==> src/rtl/uart_tx_arbiter.sv <==
// uart_tx_arbiter: round-robin shares one 8N1 UART transmit line among NUM_REQ byte sources.
// Define UART_TX_ARBITER_PARITY_EN to insert an even-parity bit after data bit 7.
module uart_tx_arbiter #(
  parameter int NUM_REQ  = 4,
  parameter int BAUD_DIV = 434,
  parameter int CNT_W    = 9
) (
  input  logic                 CLK,
  input  logic                 RST,
  input  logic [NUM_REQ-1:0]   REQ,
  input  logic [NUM_REQ*8-1:0] DIN,
  output logic [NUM_REQ-1:0]   ACK,
  output logic [NUM_REQ-1:0]   GRANT,
  output logic                 DONE,
  output logic                 BUSY,
  output logic                 TXD
);
  localparam int PW = NUM_REQ > 1 ? $clog2(NUM_REQ) : 1;
  localparam logic [CNT_W-1:0] LOAD = CNT_W'(BAUD_DIV - 1);
`ifdef UART_TX_ARBITER_PARITY_EN
  typedef enum logic [2:0] {IDLE, START, DATA, PARITY, STOP} state_t;
`else
  typedef enum logic [1:0] {IDLE, START, DATA, STOP} state_t;
`endif
  state_t             r_state, w_state;
  logic [PW-1:0]      r_ptr, w_ptr, w_win, w_j;
  logic [7:0]         r_shift, w_shift;
  logic [2:0]         r_idx, w_idx;
  logic [CNT_W-1:0]   r_cnt, w_cnt;
  logic [NUM_REQ-1:0] r_grant, w_grant, r_ack, w_ack, w_oh;
  logic               r_txd, w_txd, w_tick;
  logic [7:0]         w_din [NUM_REQ];
  for (genvar g = 0; g < NUM_REQ; g++) begin : g_din
    assign w_din[g] = DIN[8*g +: 8];
  end
  // Scanning downward and overwriting leaves the first requester at or after the pointer.
  always_comb begin
    w_win = '0;
    w_j   = '0;
    for (int k = NUM_REQ - 1; k >= 0; k--) begin
      w_j = PW'((int'(r_ptr) + k) % NUM_REQ);
      if (REQ[w_j]) w_win = w_j;
    end
  end
  assign w_oh   = NUM_REQ'(1) << w_win;
  assign w_tick = r_cnt == '0;
  always_comb begin
    w_state = r_state;
    w_ptr   = r_ptr;
    w_shift = r_shift;
    w_idx   = r_idx;
    w_cnt   = r_state == IDLE ? r_cnt : r_cnt - CNT_W'(1);
    w_grant = r_grant;
    w_ack   = '0;
    w_txd   = r_txd;
    case (r_state)
      IDLE: if (|REQ) begin
        w_state = START;
        w_shift = w_din[w_win];
        w_grant = w_oh;
        w_ack   = w_oh;
        w_txd   = 1'b0;
        w_ptr   = PW'((int'(w_win) + 1) % NUM_REQ);
        w_cnt   = LOAD;
      end
      START: if (w_tick) begin
        w_state = DATA;
        w_idx   = '0;
        w_txd   = r_shift[0];
        w_cnt   = LOAD;
      end
      DATA: if (w_tick) begin
        w_cnt = LOAD;
        if (r_idx != 3'd7) begin
          w_idx = r_idx + 3'd1;
          w_txd = r_shift[r_idx + 3'd1];
        end else begin
`ifdef UART_TX_ARBITER_PARITY_EN
          w_state = PARITY;
          w_txd   = ^r_shift;
`else
          w_state = STOP;
          w_txd   = 1'b1;
`endif
        end
      end
`ifdef UART_TX_ARBITER_PARITY_EN
      PARITY: if (w_tick) begin
        w_state = STOP;
        w_txd   = 1'b1;
        w_cnt   = LOAD;
      end
`endif
      STOP: if (w_tick) begin
        w_state = IDLE;
        w_grant = '0;
        w_cnt   = '0;
      end
      default: w_state = IDLE;
    endcase
  end
  always_ff @(posedge CLK) begin
    if (RST) begin
      r_state <= IDLE;
      r_ptr   <= '0;
      r_shift <= '0;
      r_idx   <= '0;
      r_cnt   <= '0;
      r_grant <= '0;
      r_ack   <= '0;
      r_txd   <= 1'b1;
    end else begin
      r_state <= w_state;
      r_ptr   <= w_ptr;
      r_shift <= w_shift;
      r_idx   <= w_idx;
      r_cnt   <= w_cnt;
      r_grant <= w_grant;
      r_ack   <= w_ack;
      r_txd   <= w_txd;
    end
  end
  assign ACK   = r_ack;
  assign GRANT = r_grant;
  assign DONE  = r_state == STOP && w_tick;
  assign BUSY  = r_state != IDLE;
  assign TXD   = r_txd;
endmodule

==> config.mk <==
export PLATFORM = sky130hd
export DESIGN_NAME = uart_tx_arbiter
export DESIGN_NICKNAME = d
export VERILOG_FILES = /design/src/rtl/uart_tx_arbiter.sv
export SDC_FILE = /design/constraint.sdc
export NUM_CORES = 1
export LEC_CHECK = 0
export BUFFER_PORTS_ARGS = -buffer_cell sky130_fd_sc_hd__buf_2
export CAP_MARGIN = 20
export CORE_AREA = 2 2 62 64
export DETAILED_ROUTE_END_ITERATION = 10
export DIE_AREA = 0 0 64 66
export GPL_ROUTABILITY_DRIVEN = 0
export PLACE_DENSITY = 0.89
export REMOVE_ABC_BUFFERS = 1
export SLEW_MARGIN = 20
export SYNTH_ARGS = -nofsm -noshare
export SYNTH_HDL_FRONTEND = slang
export SYNTH_SLANG_ARGS = --single-unit
==> constraint.sdc <==
create_clock -name CLK -period 2.7 [get_ports CLK]
set_input_delay 0.135 -clock CLK [delete_from_list [all_inputs] [get_ports CLK]]
set_output_delay 0.135 -clock CLK [all_outputs]
set_load 0.05 [all_outputs]
==> impl_metrics.env, run 1 <==
export IMPL_status="complete, no violations"
export IMPL_cp_data_required_time_ns=2.97
export IMPL_antenna_left=0
export IMPL_die_w_um=64
export IMPL_antenna_cells=0
export IMPL_layout_commonest_cell="buf_2"
export IMPL_avgSynthCellArea_um2=8.78
export IMPL_fin_crit_sh=0.728
export IMPL_power_total_mw=2.31
export IMPL_drt_total_wl_um=4020
export IMPL_die_height_um=66
export IMPL_cts_root_buf="clkbuf_4"
export IMPL_finalInstanceArea_um2=2260
export IMPL_route_vias_total=1758
export IMPL_dieArea_um2=4220
export IMPL_track_usage=0.209
export IMPL_fin_nets=319
export IMPL_clockBufferDepth=2
export IMPL_overflow=0
export IMPL_r2r_start="r_state[0]$_SDFFE_PP0P_"
export IMPL_crit_type="register to register"
export IMPL_drv_slew=0
export IMPL_drc=0
export IMPL_hp_class="input pin to register"
export IMPL_area_growth_pct=16.9
export IMPL_postCtsSetupRepairBufs=0
export IMPL_rows=22
export IMPL_synthSimpleGateAreaFrac=0.218
export IMPL_synth_top_area_frac=0.342
export IMPL_grt_pass1_vias=1669
export IMPL_setup_viol=0
export IMPL_hold_viol_final=0
export IMPL_postCtsHoldBufs=0
export IMPL_path_clk_slew_ns=0.09
export IMPL_cts_tree="built"
export IMPL_coreArea_um2=3550
export IMPL_drive_gt1_frac=0.249
export IMPL_rrSetupSlack_ns=0.74
export IMPL_clk_latency_ns=0.33
export IMPL_p_leak_nw=1.05
export IMPL_cap_viol_max_count=0
export IMPL_final_cell_mix="buf_2 (48), dfxtp_1 (33), nand2_1 (29)"
export IMPL_worst_hold_startpoint="RST"
export IMPL_dp_hpwl_um=3140
export IMPL_critPathLaunchType="register"
export IMPL_cts_buffers=5
export IMPL_vias_per_cell=5.55
export IMPL_min_to="r_idx[0]$_SDFFE_PP0P_"
export IMPL_grt_pass1_wl_um=7080
export IMPL_synth_cells=220
export IMPL_ys_seq_area_frac=0.342
export IMPL_ys_ff_latch=33
export IMPL_vdd_ir_drop_max_mv=0.656
export IMPL_cts_htree_levels=2
export IMPL_firstDrtPassIters=4
export IMPL_placed_cells=310
export IMPL_cts_sinks=33
export IMPL_synthMuxAreaShare=0.130
export IMPL_synthDistinctLibCells=46
export IMPL_reg2reg_to="r_cnt[7]$_SDFF_PP0_"
export IMPL_max_clock_freq_mhz=509
export IMPL_io_pins=49
export IMPL_place_ws_ns=0.785
export IMPL_crit_fanout=12
export IMPL_ctsResizeCount=0
export IMPL_synth_compound_area_frac=0.170
export IMPL_end_kind="register"
export IMPL_p_per_area_nw_per_um2=1020
export IMPL_drtIter0Drc=82
export IMPL_whs_path_depth=2
export IMPL_worstPathArrival_ns=2.23
export IMPL_grt_antenna_before_repair=0
export IMPL_finalHoldWorstSlack_ns=0.152
export IMPL_max_slew_margin_rel=0.644
export IMPL_synth_area_top_cells="dfxtp_1 (34%), mux2i_1 (12%), ha_1 (7.8%)"
export IMPL_synth_area_um2=1930
export IMPL_synth_warnings=0
export IMPL_period_minus_slack_ns=1.96
export IMPL_yosys_area_top_type="dfxtp_1"
export IMPL_fin_util=0.635
export IMPL_initial_core_util=0.544
export IMPL_rr_worst_depth=7
export IMPL_rsz0062_at_grt="no"
export IMPL_placed_area_um2=2200
export IMPL_synth_fa_ha_area_frac=0.0778
export IMPL_fin_ws_ns=0.735
export IMPL_io_buffers=48
export IMPL_fin_cells=317
export IMPL_fin_skew_ns=0.00180
export IMPL_synthXorXnorAreaFrac=0.0136
export IMPL_finalSetupTns_ns=0
export IMPL_grt_max_degree=21
export IMPL_synth_top_family_by_area="simple AND/OR/NAND/NOR gates"
export IMPL_worst_slew_pin_slew_ns=0.530
export IMPL_wl_per_cell_um=12.7
## per-layer routing
metal / track usage / share of wire / vias up
met3: 0.0494 / 0.061 / 6
met1: 0.248 / 0.43 / 808
met2: 0.371 / 0.50 / 54
met5: 0 / 0 / -
li1: - / - / 890
met4: 0.0679 / 0.011 / 0
## cell usage after synthesis (all sizes together)
master   number
a21boi        1
o21bai        1
dfxtp        33
nor3b         2
a2bb2oi       1
nor2b         4
nor4b         1
mux2i        24
clkbuf        4
o31ai         1
o21ai         4
and2          6
a211oi        2
ha           12
a211o         1
a31o          1
nand4         2
mux2          1
nor3          6
nand3b        2
o221ai        2
a22o          2
a31oi         2
nor4          5
buf           4
a21oi        14
a311oi        1
or3b          1
nand3         3
and3          1
inv          11
or4           1
o21a          3
a32o          8
o22a          1
xor2          1
nor2         20
xnor2         2
nand2        29
## flip-flops by register name, summed over array words and instances, names as in the netlist
name,cells
ACK,4
r_ptr,2
TXD,1
r_idx,3
r_state,2
r_cnt,9
GRANT,4
r_shift,8
## logic make-up after synthesis
kind of cell / count (synthesis)
compound gates: 45
xor+xnor: 3
fa+ha+maj: 12
buf+inv: 19
flops: 33
mux: 25
simple gates: 83
## critical path: stages (launching register included)
cell	delay (ns)
dfxtp_1	0.38
inv_1	0.09
ha_1	0.33
or4_1	0.60
nor2_1	0.15
nand2_1	0.08
xor2_1	0.14
a21oi_1	0.13
## report_power, final
group | leakage (nW) | total [mW] | switching [mW] | internal [mW]
clock network | 0.0314 | 0.282 | 0.159 | 0.123
registers | 0.272 | 0.780 | 0.131 | 0.649
logic | 0.749 | 1.24 | 0.746 | 0.497
total | 1.05 | 2.31 | 1.04 | 1.27
## layout make-up
| cell class | instances | area, µm² |
|---|---|---|
| Inverter | 11 | 41.3 |
| Sequential cell | 33 | 661 |
| Tap cell | 48 | 60.1 |
| Clock buffer | 7 | 55.1 |
| Timing Repair Buffer | 50 | 255 |
| Fill cell | 294 | 1290 |
| Multi-Input combinational cell | 168 | 1180 |
## worst max path at each step
stage	start	cells after the start	end	slack, ns
final	r_state[0]$_SDFFE_PP0P_	7	r_cnt[7]$_SDFF_PP0_	0.74
after global routing	r_ptr[1]$_SDFFE_PP0P_	8	GRANT[0]$_SDFFE_PP0P_	0.58
after CTS	r_state[0]$_SDFFE_PP0P_	7	r_cnt[7]$_SDFF_PP0_	0.75
after detailed placement	r_state[0]$_SDFFE_PP0P_	7	r_cnt[7]$_SDFF_PP0_	0.78
after global placement	r_ptr[1]$_SDFFE_PP0P_	8	GRANT[0]$_SDFFE_PP0P_	0.84
after floorplan	r_ptr[1]$_SDFFE_PP0P_	7	GRANT[1]$_SDFFE_PP0P_	-0.04
Note: power is estimated with default switching activity, not from simulation.
==> inputs of run 2 (changes only) <==
--- a/config.mk
+++ b/config.mk
@@ -5,13 +5,14 @@
 export SDC_FILE = /design/constraint.sdc
 export NUM_CORES = 1
 export LEC_CHECK = 0
+export ABC_AREA = 1
 export BUFFER_PORTS_ARGS = -buffer_cell sky130_fd_sc_hd__buf_2
 export CAP_MARGIN = 20
-export CORE_AREA = 2 2 62 64
+export CORE_AREA = 2 2 70 72
 export DETAILED_ROUTE_END_ITERATION = 10
-export DIE_AREA = 0 0 64 66
+export DIE_AREA = 0 0 72 74
 export GPL_ROUTABILITY_DRIVEN = 0
-export PLACE_DENSITY = 0.89
+export PLACE_DENSITY = 0.81
 export REMOVE_ABC_BUFFERS = 1
 export SLEW_MARGIN = 20
 export SYNTH_ARGS = -nofsm -noshare
==> constraint.sdc (replaced) <==
create_clock -name CLK -period 1.6 [get_ports CLK]
set_input_delay 0.08 -clock CLK [delete_from_list [all_inputs] [get_ports CLK]]
set_output_delay 0.08 -clock CLK [all_outputs]
set_load 0.05 [all_outputs]
==> run 2 against run 1 <==
  * The run now ends with setup timing left
  * Cell count grew 43%
  * First-iteration DRC count grew 78%
  * Flip-flop and latch count is the same
  * Routed wire length grew 58%
  * Combinational power grew to 3.7 times the previous value
  * Clock skew grew 0.0039 ns
  * Critical path type unchanged
  * Highest routed layer unchanged
==> impl_metrics.env, run 2 <==
export IMPL_die_height_um=74
export IMPL_cp_slowest_cell="dfxtp_4"
export IMPL_grt_pass1_vias=2091
export IMPL_p_leak_nw=1.50
export IMPL_drtIter0Drc=146
export IMPL_area_growth_pct=46.8
export IMPL_crit_fanout=5
export IMPL_finalInstanceArea_um2=3150
export IMPL_fin_ws_ns=-0.139
export IMPL_setup_viol=14
export IMPL_track_usage=0.209
export IMPL_ys_ff_latch=33
export IMPL_cpPeakStageDelay_ns=0.37
export IMPL_cts_htree_levels=2
export IMPL_fin_crit_sh=1.09
export IMPL_synth_area_um2=2150
export IMPL_cts_tree="built"
export IMPL_top_register="r_cnt"
export IMPL_postCtsHoldBufs=0
export IMPL_path_clk_slew_ns=0.07
export IMPL_initial_core_util=0.467
export IMPL_hp_class="input pin to register"
export IMPL_violations="setup timing"
export IMPL_grt_max_degree=18
export IMPL_drt_total_wl_um=6370
export IMPL_status="complete, but fails checks"
export IMPL_cts_root_buf="clkbuf_8"
export IMPL_finalHoldWorstSlack_ns=0.108
export IMPL_drc=0
export IMPL_coreArea_um2=4600
export IMPL_vias_per_cell=5.47
export IMPL_rows=25
export IMPL_grt_met3_usage=0.0407
export IMPL_largest_reg_flops=9
export IMPL_dp_hpwl_um=3820
export IMPL_crit_chain="buf_12 > nand2_4 > o21ai_4 > nand2_2 > nand3b_1 > o21ai_4 > ha_1 > nand3_1 > a21oi_1"
export IMPL_cts_sinks=33
export IMPL_cap_viol_max_count=0
export IMPL_io_pins=49
export IMPL_drv_slew=0
export IMPL_ys_seq_area_frac=0.308
export IMPL_max_clock_freq_mhz=575
export IMPL_die_w_um=72
export IMPL_max_slew_margin_rel=0.751
export IMPL_hold_viol_final=0
export IMPL_layout_commonest_cell="nand2_1"
export IMPL_avgSynthCellArea_um2=6.79
export IMPL_final_cell_mix="nand2_1 (54), buf_2 (47), nand3_1 (40)"
export IMPL_overflow=0
export IMPL_vdd_ir_drop_max_mv=0.759
export IMPL_synth_most_common_cell="nand2_1"
export IMPL_critPathLaunchType="register"
export IMPL_power_total_mw=6.53
export IMPL_antenna_left=0
export IMPL_path_delay_family="compound AO/OA/AOI/OAI gates"
export IMPL_end_kind="register"
export IMPL_worstPathArrival_ns=1.95
export IMPL_crit_type="register to register"
export IMPL_place_ws_ns=-0.0835
export IMPL_synthDistinctLibCells=38
export IMPL_fin_skew_ns=0.00569
export IMPL_top_regs="r_cnt: 9 flops, r_shift: 8 flops"
export IMPL_synthTopCellsByCount="nand2_1 (72), nand3_1 (53), inv_1 (38), dfxtp_1 (33), nor2_1 (30)"
export IMPL_synth_area_top_cells="dfxtp_1 (31%), nand2_1 (13%), nand3_1 (12%)"
export IMPL_synth_async_reset_ratio=0
export IMPL_period_minus_slack_ns=1.74
export IMPL_synth_warnings=0
export IMPL_fillers=318
export IMPL_wl_per_cell_um=14.1
export IMPL_cts_buffers=5
export IMPL_synth_cells=316
export IMPL_route_vias_total=2480
export IMPL_dieArea_um2=5330
export IMPL_grtUsageMet2=0.394
export IMPL_grt_use_met1=0.238
export IMPL_clk_latency_ns=0.29
export IMPL_fin_nets=448
export IMPL_cp_common_cell="o21ai_4"
export IMPL_synth_edf_count=0
export IMPL_io_buffers=48
export IMPL_firstDrtPassIters=4
export IMPL_rsz0062_at_grt="yes"
export IMPL_worst_path_buf_inv=1
export IMPL_grt_antenna_before_repair=0
export IMPL_synth_top_area_frac=0.308
export IMPL_placed_area_um2=2590
export IMPL_synth_main_ff_cell="dfxtp_1"
export IMPL_yosys_area_top_type="dfxtp_1"
export IMPL_antenna_cells=0
export IMPL_clockBufferDepth=2
export IMPL_grt_pass1_wl_um=8850
export IMPL_top_usage_layer="met2"
export IMPL_cp_data_required_time_ns=1.81
export IMPL_drive_gt1_frac=0.461
export IMPL_worst_slew_pin_slew_ns=0.370
export IMPL_p_per_area_nw_per_um2=2070
-- run 2: tightest hold or removal path, cell delays in order --
cell     delay, ns
buf_2         0.07
nand2_1       0.04
nand3_1       0.06
nand3_1       0.06
nand2_1       0.05
-- run 2: final cells by class --
type	instances	area (µm²)	share of cell area
Clock buffer	8	80.1	0.0254
Inverter	40	166	0.0528
Multi-Input combinational cell	236	1560	0.496
Sequential cell	33	674	0.214
Tap cell	54	67.6	0.0214
Timing Repair Buffer	82	598	0.190
-- run 2: worst paths after layout --
check                                from                      end  slack [ns]  depth (start not counted)
setup reg to reg    r_ptr[0]$_SDFFE_PP0P_    GRANT[1]$_SDFFE_PP0P_       -0.14                          9
hold / removal                    DIN[15]  r_shift[7]$_SDFFE_PP0P_        0.11                          5
hold reg to reg   r_shift[7]$_SDFFE_PP0P_  r_shift[7]$_SDFFE_PP0P_        0.45                          2
setup / recovery    r_ptr[0]$_SDFFE_PP0P_    GRANT[1]$_SDFFE_PP0P_       -0.14                          9
-- run 2: logic make-up (layout without fill, tap and decap cells) --
group,after synthesis,in the layout,share of synthesized area
AO/OA/AOI/OAI,42,42,0.116
buffers and inverters,47,130,0.103
adder cells (fa/ha/maj),12,12,0.0700
XOR/XNOR,2,2,0.00816
AND/OR/NAND/NOR,180,180,0.395
flip-flops,33,33,0.308
-- run 2: layer usage --
| metal | wire (µm) | share of wire |
|---|---|---|
| met5 | 0 | 0 |
| met4 | 174 | 0.027 |
| met1 | 2540 | 0.40 |
| met2 | 3300 | 0.52 |
| met3 | 358 | 0.056 |
-- run 2: what timing repair did --
| action | 4_1_cts | 5_1_grt |
|---|---|---|
| resized for setup | 27 | 83 |
| pin swaps | 9 | 22 |
| buffers inserted | 5 | 2 |
| gates cloned | 0 | 3 |
| setup endpoints to repair | 17 | 33 |
-- run 2: through the flow --
stage | instances | utilization | setup TNS (ns)
final | 453 | 0.685 | -0.990
after global routing | 453 | 0.685 | -2.14
after CTS | 448 | 0.608 | -0.00894
after detailed placement | 435 | 0.564 | -0.624
after global placement | 435 | 0.564 | -0.166
after floorplan | 309 | - | -3.54
-- run 2: power breakdown --
group	switching, mW	internal (mW)	total [mW]
sequential	0.193	1.11	1.30
combinational	2.71	1.91	4.63
clock	0.290	0.309	0.599
